`src/rtl/id_ex_if.sv`:
```
// ID/EX stage bundle: ID instruction, register-file read port, writeback bypass source,
// pipeline control and the registered EX-side fields.
interface id_ex_if #(
  parameter int DW = 32,
  parameter int AW = 5,
  parameter int CW = 16
);
  logic          id_valid;
  logic [31:0]   id_instr;
  logic [DW-1:0] id_pc4;
  logic [AW-1:0] rf_a1;
  logic [AW-1:0] rf_a2;
  logic [DW-1:0] rf_rd1;
  logic [DW-1:0] rf_rd2;
  logic          wb_we;
  logic [AW-1:0] wb_a3;
  logic [DW-1:0] wb_wd;
  logic          flush;
  logic          ex_stall;
  logic          stall_id;
  logic          ex_valid;
  logic [5:0]    ex_op;
  logic [5:0]    ex_funct;
  logic [AW-1:0] ex_rs;
  logic [AW-1:0] ex_rt;
  logic [AW-1:0] ex_rd;
  logic [DW-1:0] ex_imm;
  logic [DW-1:0] ex_a;
  logic [DW-1:0] ex_b;
  logic [DW-1:0] ex_pc4;
  logic [CW-1:0] bubble_cnt;

  modport master (
    output id_valid, id_instr, id_pc4, rf_rd1, rf_rd2, wb_we, wb_a3, wb_wd, flush, ex_stall,
    input  rf_a1, rf_a2, stall_id, ex_valid, ex_op, ex_funct, ex_rs, ex_rt, ex_rd,
           ex_imm, ex_a, ex_b, ex_pc4, bubble_cnt
  );

  modport slave (
    input  id_valid, id_instr, id_pc4, rf_rd1, rf_rd2, wb_we, wb_a3, wb_wd, flush, ex_stall,
    output rf_a1, rf_a2, stall_id, ex_valid, ex_op, ex_funct, ex_rs, ex_rt, ex_rd,
           ex_imm, ex_a, ex_b, ex_pc4, bubble_cnt
  );
endinterface

```
`src/rtl/id_ex_stage.sv`:
```
// Decode-to-execute pipeline register with same-cycle writeback bypass, load-use
// hazard detection, flush/stall handling and a saturating hazard-bubble counter.
module id_ex_stage #(
  parameter int DW = 32,
  parameter int AW = 5,
  parameter int CW = 16
) (
  input  logic  clk,
  input  logic  rst,
  id_ex_if.slave bus
);
  localparam logic [5:0]    OP_RTYPE = 6'h00;
  localparam logic [5:0]    OP_BEQ   = 6'h04;
  localparam logic [5:0]    OP_BNE   = 6'h05;
  localparam logic [5:0]    OP_LW    = 6'h23;
  localparam logic [5:0]    OP_SW    = 6'h2B;
  localparam logic [CW-1:0] CNT_MAX  = {CW{1'b1}};

  typedef struct packed {
    logic          valid;
    logic [5:0]    op;
    logic [5:0]    funct;
    logic [AW-1:0] rs;
    logic [AW-1:0] rt;
    logic [AW-1:0] rd;
    logic [DW-1:0] imm;
    logic [DW-1:0] a;
    logic [DW-1:0] b;
    logic [DW-1:0] pc4;
  } ex_slot_t;

  ex_slot_t      ex_q;
  ex_slot_t      ex_d;
  logic [CW-1:0] bubble_cnt_q;
  logic [CW-1:0] bubble_cnt_d;

  logic [5:0]    id_op_s;
  logic [AW-1:0] id_rs_s;
  logic [AW-1:0] id_rt_s;
  logic [AW-1:0] id_rd_s;
  logic [DW-1:0] id_imm_s;
  logic [DW-1:0] op_a_s;
  logic [DW-1:0] op_b_s;
  logic          uses_rt_s;
  logic          haz_s;
  logic          load_bubble_s;
  logic          capture_s;

  assign id_op_s  = bus.id_instr[31:26];
  assign id_rs_s  = bus.id_instr[21 +: AW];
  assign id_rt_s  = bus.id_instr[16 +: AW];
  assign id_rd_s  = bus.id_instr[11 +: AW];
  assign id_imm_s = {{(DW-16){bus.id_instr[15]}}, bus.id_instr[15:0]};

  assign bus.rf_a1 = id_rs_s;
  assign bus.rf_a2 = id_rt_s;

  // r0 is an ordinary register in this file, so the bypass compares address 0 too
  assign op_a_s = (bus.wb_we && (bus.wb_a3 == id_rs_s)) ? bus.wb_wd : bus.rf_rd1;
  assign op_b_s = (bus.wb_we && (bus.wb_a3 == id_rt_s)) ? bus.wb_wd : bus.rf_rd2;

  // Opcodes whose rt field is a source operand
  always_comb begin
    case (id_op_s)
      OP_RTYPE, OP_BEQ, OP_BNE, OP_SW: uses_rt_s = 1'b1;
      default:                         uses_rt_s = 1'b0;
    endcase
  end

  assign haz_s = bus.id_valid && ex_q.valid && (ex_q.op == OP_LW) &&
                 ((ex_q.rt == id_rs_s) || (uses_rt_s && (ex_q.rt == id_rt_s)));

  assign bus.stall_id  = (haz_s || bus.ex_stall) && !bus.flush;
  assign load_bubble_s = bus.flush || (!bus.ex_stall && haz_s);
  assign capture_s     = !bus.flush && !bus.ex_stall && !haz_s;

  // EX slot next state: flush beats stall beats hazard beats normal capture
  always_comb begin
    ex_d = ex_q;
    if (load_bubble_s) begin
      ex_d = '0;
    end else if (capture_s) begin
      ex_d.valid = bus.id_valid;
      ex_d.op    = id_op_s;
      ex_d.funct = bus.id_instr[5:0];
      ex_d.rs    = id_rs_s;
      ex_d.rt    = id_rt_s;
      ex_d.rd    = id_rd_s;
      ex_d.imm   = id_imm_s;
      ex_d.a     = op_a_s;
      ex_d.b     = op_b_s;
      ex_d.pc4   = bus.id_pc4;
    end else begin
      ex_d = ex_q;
    end
  end

  // Only hazard bubbles that are actually inserted are counted
  always_comb begin
    bubble_cnt_d = bubble_cnt_q;
    if (!bus.flush && !bus.ex_stall && haz_s && (bubble_cnt_q != CNT_MAX)) begin
      bubble_cnt_d = bubble_cnt_q + {{(CW-1){1'b0}}, 1'b1};
    end else begin
      bubble_cnt_d = bubble_cnt_q;
    end
  end

  // EX pipeline register and bubble counter
  always_ff @(posedge clk or negedge rst) begin
    if (!rst) begin
      ex_q         <= '0;
      bubble_cnt_q <= {CW{1'b0}};
    end else begin
      ex_q         <= ex_d;
      bubble_cnt_q <= bubble_cnt_d;
    end
  end

  assign bus.ex_valid   = ex_q.valid;
  assign bus.ex_op      = ex_q.op;
  assign bus.ex_funct   = ex_q.funct;
  assign bus.ex_rs      = ex_q.rs;
  assign bus.ex_rt      = ex_q.rt;
  assign bus.ex_rd      = ex_q.rd;
  assign bus.ex_imm     = ex_q.imm;
  assign bus.ex_a       = ex_q.a;
  assign bus.ex_b       = ex_q.b;
  assign bus.ex_pc4     = ex_q.pc4;
  assign bus.bubble_cnt = bubble_cnt_q;
endmodule

```
`src/flat_wrapper.sv`:
```
// flat-port wrapper written by rule: the top's interface ports become plain ports
module id_ex_stage_flat 
#(
  parameter int DW = 32,
  parameter int AW = 5,
  parameter int CW = 16
)
  (clk, rst, bus_id_valid, bus_id_instr, bus_id_pc4, bus_rf_rd1, bus_rf_rd2, bus_wb_we, bus_wb_a3, bus_wb_wd, bus_flush, bus_ex_stall, bus_rf_a1, bus_rf_a2, bus_stall_id, bus_ex_valid, bus_ex_op, bus_ex_funct, bus_ex_rs, bus_ex_rt, bus_ex_rd, bus_ex_imm, bus_ex_a, bus_ex_b, bus_ex_pc4, bus_bubble_cnt);
  id_ex_if #(.DW(DW), .AW(AW), .CW(CW)) bus_i ();
  input  logic clk;
  input  logic rst;
  input wire logic [$bits(bus_i.id_valid)-1:0] bus_id_valid;
  input wire logic [$bits(bus_i.id_instr)-1:0] bus_id_instr;
  input wire logic [$bits(bus_i.id_pc4)-1:0] bus_id_pc4;
  input wire logic [$bits(bus_i.rf_rd1)-1:0] bus_rf_rd1;
  input wire logic [$bits(bus_i.rf_rd2)-1:0] bus_rf_rd2;
  input wire logic [$bits(bus_i.wb_we)-1:0] bus_wb_we;
  input wire logic [$bits(bus_i.wb_a3)-1:0] bus_wb_a3;
  input wire logic [$bits(bus_i.wb_wd)-1:0] bus_wb_wd;
  input wire logic [$bits(bus_i.flush)-1:0] bus_flush;
  input wire logic [$bits(bus_i.ex_stall)-1:0] bus_ex_stall;
  output wire logic [$bits(bus_i.rf_a1)-1:0] bus_rf_a1;
  output wire logic [$bits(bus_i.rf_a2)-1:0] bus_rf_a2;
  output wire logic [$bits(bus_i.stall_id)-1:0] bus_stall_id;
  output wire logic [$bits(bus_i.ex_valid)-1:0] bus_ex_valid;
  output wire logic [$bits(bus_i.ex_op)-1:0] bus_ex_op;
  output wire logic [$bits(bus_i.ex_funct)-1:0] bus_ex_funct;
  output wire logic [$bits(bus_i.ex_rs)-1:0] bus_ex_rs;
  output wire logic [$bits(bus_i.ex_rt)-1:0] bus_ex_rt;
  output wire logic [$bits(bus_i.ex_rd)-1:0] bus_ex_rd;
  output wire logic [$bits(bus_i.ex_imm)-1:0] bus_ex_imm;
  output wire logic [$bits(bus_i.ex_a)-1:0] bus_ex_a;
  output wire logic [$bits(bus_i.ex_b)-1:0] bus_ex_b;
  output wire logic [$bits(bus_i.ex_pc4)-1:0] bus_ex_pc4;
  output wire logic [$bits(bus_i.bubble_cnt)-1:0] bus_bubble_cnt;
  assign bus_i.id_valid = bus_id_valid;
  assign bus_i.id_instr = bus_id_instr;
  assign bus_i.id_pc4 = bus_id_pc4;
  assign bus_i.rf_rd1 = bus_rf_rd1;
  assign bus_i.rf_rd2 = bus_rf_rd2;
  assign bus_i.wb_we = bus_wb_we;
  assign bus_i.wb_a3 = bus_wb_a3;
  assign bus_i.wb_wd = bus_wb_wd;
  assign bus_i.flush = bus_flush;
  assign bus_i.ex_stall = bus_ex_stall;
  assign bus_rf_a1 = bus_i.rf_a1;
  assign bus_rf_a2 = bus_i.rf_a2;
  assign bus_stall_id = bus_i.stall_id;
  assign bus_ex_valid = bus_i.ex_valid;
  assign bus_ex_op = bus_i.ex_op;
  assign bus_ex_funct = bus_i.ex_funct;
  assign bus_ex_rs = bus_i.ex_rs;
  assign bus_ex_rt = bus_i.ex_rt;
  assign bus_ex_rd = bus_i.ex_rd;
  assign bus_ex_imm = bus_i.ex_imm;
  assign bus_ex_a = bus_i.ex_a;
  assign bus_ex_b = bus_i.ex_b;
  assign bus_ex_pc4 = bus_i.ex_pc4;
  assign bus_bubble_cnt = bus_i.bubble_cnt;
  id_ex_stage #(.DW(DW), .AW(AW), .CW(CW)) u_core (.clk(clk), .rst(rst), .bus(bus_i));
endmodule
```
`config.mk`:
```
export PLATFORM = sky130hd
export DESIGN_NAME = id_ex_stage_flat
export DESIGN_NICKNAME = d
export VERILOG_FILES = /design/src/rtl/id_ex_if.sv /design/src/rtl/id_ex_stage.sv /design/src/flat_wrapper.sv
export SDC_FILE = /design/constraint.sdc
export NUM_CORES = 1
export LEC_CHECK = 0
export CAP_MARGIN = 10
export CORE_MARGIN = 2
export CORE_UTILIZATION = 42
export CTS_CLUSTER_SIZE = 28
export DETAILED_ROUTE_END_ITERATION = 6
export PLACE_DENSITY_LB_ADDON = 0.25
export SLEW_MARGIN = 20
export SYNTH_ARGS = -nofsm -noshare
export SYNTH_HDL_FRONTEND = slang
export SYNTH_SLANG_ARGS = --single-unit
```
`constraint.sdc`:
```
create_clock -name clk -period 2.19 [get_ports clk]
set_input_delay 0.438 -clock clk [delete_from_list [all_inputs] [get_ports clk]]
set_output_delay 0.438 -clock clk [all_outputs]
set_load 0.01 [all_outputs]
```
# Word-level counts from Yosys, hierarchy flattened
# Cells that the tools add are included.
[totals]
regBits = 172
input_bits = 171
out_inout_bits = 183
wordCells = 47
[classes]
add_sub_neg = 1
eq_ne = 9
mux = 5
reduce_logical = 21
[ops]
columns = ["operator", "count"]
rows = [
  ["156-bit 2-to-1 mux", 2],
  ["32-bit 2-to-1 mux", 2],
  ["5-bit equality test", 4],
  ["16-bit by 1-bit adder with 16-bit output (second input constant)", 1],
  ["16-bit != test (second input constant)", 1],
  ["6-bit by 3-bit equality test with 1-bit output (second input constant)", 2],
  ["6-bit equality test (second input constant)", 2],
  ["1-bit logical AND", 12],
  ["6-bit zero test", 1],
  ["4-bit OR reduction", 1],
  ["1-bit zero test", 3],
  ["1-bit logical OR", 3],
  ["2-bit nonzero test", 1],
  ["1-bit 2-to-1 mux", 1],
]

# Logic depth before layout (Yosys ltp)
[logic_depth]
depth_word = 10
depth_mapped = 8

# Worst setup path after synthesis
# No wires, ideal clock.
[synth_path]
path_kind = "reg-to-output"
startpoint = "reg u_core.ex_q, in the netlist u_core.bus.ex_rt[0]"
endpoint = "out bus_stall_id"
arrival_time_ps = 1643
slack_ps = 109
path_stages_with_launch = 7
cell_sequence = "dfrtp_1 xnor2_1 nand4_1 or3_1 o21a_1 clkbuf_1 nor2_1"
[synth_between]
elab_chain_cells = 6
[synth_rtl]
columns = ["element", "line", "text"]
rows = [
  ["from (decl)", "id_ex_stage.sv:32", "ex_slot_t ex_q;"],
  ["from (signal assigned)", "id_ex_stage.sv:111", "ex_q <= '0;"],
  ["from (signal assigned)", "id_ex_stage.sv:114", "ex_q <= ex_d;"],
  ["5-bit equality test", "id_ex_stage.sv:71", "((ex_q.rt == id_rs_s) || (uses_rt_s && (ex_q.rt == id_rt_s)));"],
  ["1-bit logical AND", "id_ex_stage.sv:71", ""],
  ["1-bit logical OR *", "id_ex_stage.sv:71", ""],
  ["1-bit logical AND *", "id_ex_stage.sv:70", "assign haz_s = bus.id_valid && ex_q.valid && (ex_q.op == OP_LW) &&"],
  ["1-bit logical OR *", "id_ex_stage.sv:73", "assign bus.stall_id = (haz_s || bus.ex_stall) && !bus.flush;"],
  ["1-bit logical AND *", "id_ex_stage.sv:73", ""],
  ["to (decl)", "flat_wrapper.sv:24", "output wire logic [$bits(bus_i.stall_id)-1:0] bus_stall_id;"],
]
# Mark *: on every way between the ends. The rest lies on a longest branch, timed or not.

# Worst setup path after layout
[layout_path]
startpoint = "reg u_core.ex_q, in the netlist u_core.bus.ex_rt[1]"
endpoint = "out bus_stall_id"
# Same word-level chain as after synthesis.

==> impl_metrics.ini <==
[sta]
drv_slew = 0
slew-limit-headroom_pct = 40.5
finalSetupViolCount = 8
tns_ns = -0.281
max_freq_mhz = 419
period_needed_ns = 2.38
skew_ns = 0.0113
rsz0062_at_grt = yes
fin_crit_sh_pct = 109
worst_slew_pin_slew_ns = 0.892
setup_slack_ns = -0.195
hold_viol = 0

[critical_path]
worstSetupPathType = reg2out
cp.required_ns = 1.75
crit_path_max_fanout = 3
cp-end-kind = primary output
worstReg2RegStart = u_core.bus.ex_rt[1]
path_buf_inv = 2
worstPathArrival_ns = 1.95
path_cells = buf_4 -> xor2_1 -> or3_4 -> o21a_4 -> nor2_4 -> buf_6
crit_path_start_kind = flop
slowest_stage = or3_4
r2r_slack_ns = -0.03
r2r_cells = 9
crit_family = simple AND/OR/NAND/NOR gates
r2r-end = u_core.bus.ex_a[0]
slowest_delay_ns = 0.39

[clock_network]
cts_max_level = 4
clock_latency_ns = 0.42
path_clk_slew_ns = 0.06
tritoncts = done
clockBufferDepth = 2
cts_buffers = 17
cts-root-buf = clkbuf_16
cts_sinks = 145

[power_and_ir_drop]
power_leakage_nw = 5.29
intPower_mw = 5.55
switching_share_pct = 25.7
p_switching_mw = 1.92
pwr-share-seq_pct = 38.9
clockPowerShare_pct = 39.8
combPwrFrac_pct = 21.3
vdd_drop_max_mv = 0.539
p_per_area_nw_per_um2 = 588

[grt]
busiest_layer = met2
use_met3_pct = 7.24
grt_pass1_wl_um = 40200
gr-usage-all-layers_pct = 27.0
antenna_found_initial = 5
grtUsageMet2_pct = 44.2
grt_max_degree = 70
grt_pass1_vias = 6778
overflow = 0
grt.met1_usage_pct = 33.5

[floorplan]
io_pins = 354
die_area_um2 = 19100
coreArea_um2 = 17800
die_w_um = 138
rows = 49
die-height_um = 138
start_util_pct = 42.4

[placed_design]
placed_area_um2 = 11200
dp_hpwl_um = 17000
post-place-ws_ns = -0.926
post-place-cells = 1190
routabilityCongestion = 0.823
portBuffers = 353

[min_path]
hp-class = reg2reg
hp-start = u_core.bus.bubble_cnt[6]
holdPathEnd = u_core.bus.bubble_cnt[6]
hold_path_depth = 1

[route]
wl_um = 27400
routedWlPerCell_um = 21.7
dr.first_iter.drc_count = 249
drc = 0
via_count = 6616
dr.pass1.iters = 4
avgViaCountPerCell = 5.25
drtAntennaViolNets = 0

[synth]
synth_edf_count = 0
synth_top_flop_cell = dfrtp_1
synth.distinct_cells = 31
ys_async_sr_fraction_pct = 100
ys_ff_latch = 145
synth.avg_cell_area_um2 = 11.6
synthesis.instances = 651
synth_fp_nets = 823
syn_area_um2 = 7560
yosysWarningCount = 0
seq_area_frac_synth_pct = 48.0

[outcome]
violations = setup timing
status = finished with violations

[cells_and_area]
final_core_util_pct = 71.1
final_cells = 1259
nNetsFinal = 1185
stdcell_area_um2 = 12700
drive_above_1_share_pct = 26.2
area_delta_synth_final_pct = 67.8

[flow_run]
cap_viol_max_count = 0
power groups by stage:
stage,combinational [mW],clock [mW],sequential (mW)
floorplan,0.531,0,3.01
global placement,1.41,0,2.94
detailed placement,1.42,0,2.95
CTS,1.51,3.01,2.90
global route,1.69,3.13,2.92
finish,1.59,2.97,2.90
how the worst max path moves through the flow:
stage,startpoint,slack [ns],depth (start not counted),end
finish,u_core.bus.ex_rt[1],-0.19,6,bus_stall_id
global route,u_core.bus.ex_rt[0],-0.26,6,bus_stall_id
CTS,u_core.bus.ex_rt[0],-0.20,6,bus_stall_id
detailed placement,bus_id_instr[22],-0.93,9,u_core.bus.ex_b[26]
global placement,bus_id_instr[22],-0.91,9,u_core.bus.ex_b[15]
floorplan,u_core.bus.ex_rt[0],0.11,6,bus_stall_id
stage by stage:
stage | power, mW | hold WS [ns]
detailed placement | 4.36 | 0.413
floorplan | 3.54 | 0.142
global route | 7.74 | 0.514
CTS | 7.42 | 0.498
global placement | 4.35 | 0.416
finish | 7.47 | 0.494
Yosys cell counts (2+ instances only):
cell type | instances | area share [%]
dfrtp_1 | 145 | 48
nor2_1 | 135 | 6.7
a22oi_2 | 100 | 17
mux2_1 | 48 | 7.1
buf_4 | 42 | 4.2
a22oi_1 | 29 | 2.9
clkbuf_1 | 23 | 1.1
xnor2_1 | 19 | 2.2
mux2_2 | 17 | 2.5
xor2_1 | 16 | 1.9
buf_6 | 13 | 1.9
nand3_1 | 12 | 0.79
and3_1 | 11 | 0.91
buf_1 | 9 | 0.45
nand2_1 | 6 | 0.30
nand4_1 | 6 | 0.50
and4_1 | 2 | 0.23
buf_2 | 2 | 0.13
nand2b_1 | 2 | 0.17
nor4_1 | 2 | 0.17
or3_1 | 2 | 0.17
per-layer routing:
| metal | vias to the layer above | wire, um |
|---|---|---|
| met5 | - | 13 |
| met4 | 2 | 947 |
| met3 | 51 | 2170 |
| met2 | 289 | 13400 |
| met1 | 3259 | 10800 |
| li1 | 3015 | - |
cell type report:
type                       instances  area (um2)
antenna                            5        12.5
clock buffer                      23         498
clock inverter                     8         101
fill                            1276        5150
multi-input combinational        417        3520
sequential                       145        3630
tap                              229         287
timing repair buffer             432        4640
cells by family (layout without fill, tap and decap cells):
logic type,Yosys count,in the layout,share of synthesized area (%)
and+or+nand+nor,183,183,10.5
DFF,145,145,48.0
AOI/OAI and AO/OA,132,132,19.7
buffers and inverters,89,463,7.82
muxes,66,66,9.81
xor gates and xnor gates,35,35,4.05
adders and majority gates,1,1,0.165
other,0,5,0
cell usage in the layout, fill, tap and decap left out, types with 4 or more instances in the layout:
master / instances
clkbuf_8: 5
a22oi_1: 11
xor2_1: 16
clkdlybuf4s50_1: 334
nand4_1: 6
and3_1: 9
nand3_1: 12
xnor2_1: 18
mux2_4: 4
buf_12: 9
buf_16: 12
mux2_2: 21
diode_2: 5
clkbuf_16: 24
nor2_1: 134
a22oi_2: 118
dfrtp_1: 143
mux2_1: 40
buf_6: 8
dlygate4sd2_1: 14
nand2_1: 6
buf_4: 44
state kept, by name, summed over array words and instances (netlist names):
register	count
u_core.bus.ex_pc4	32
u_core.bus.ex_valid	1
u_core.bus.ex_rt	5
u_core.bus.ex_a	32
u_core.bus.ex_b	32
u_core.bus.bubble_cnt	16
u_core.bus.ex_rs	5
u_core.bus.ex_op	6
u_core.bus.ex_imm	16
repair_timing:
item	4_1_cts	5_1_grt
buffers inserted	9	2
gates resized for setup	49	34
pin swaps	9	6
hold buffers	1	0
setup endpoints to repair	100	118
cloned	11	10
hold endpoints to repair	44	0
Power figures use the tool's default switching activity.
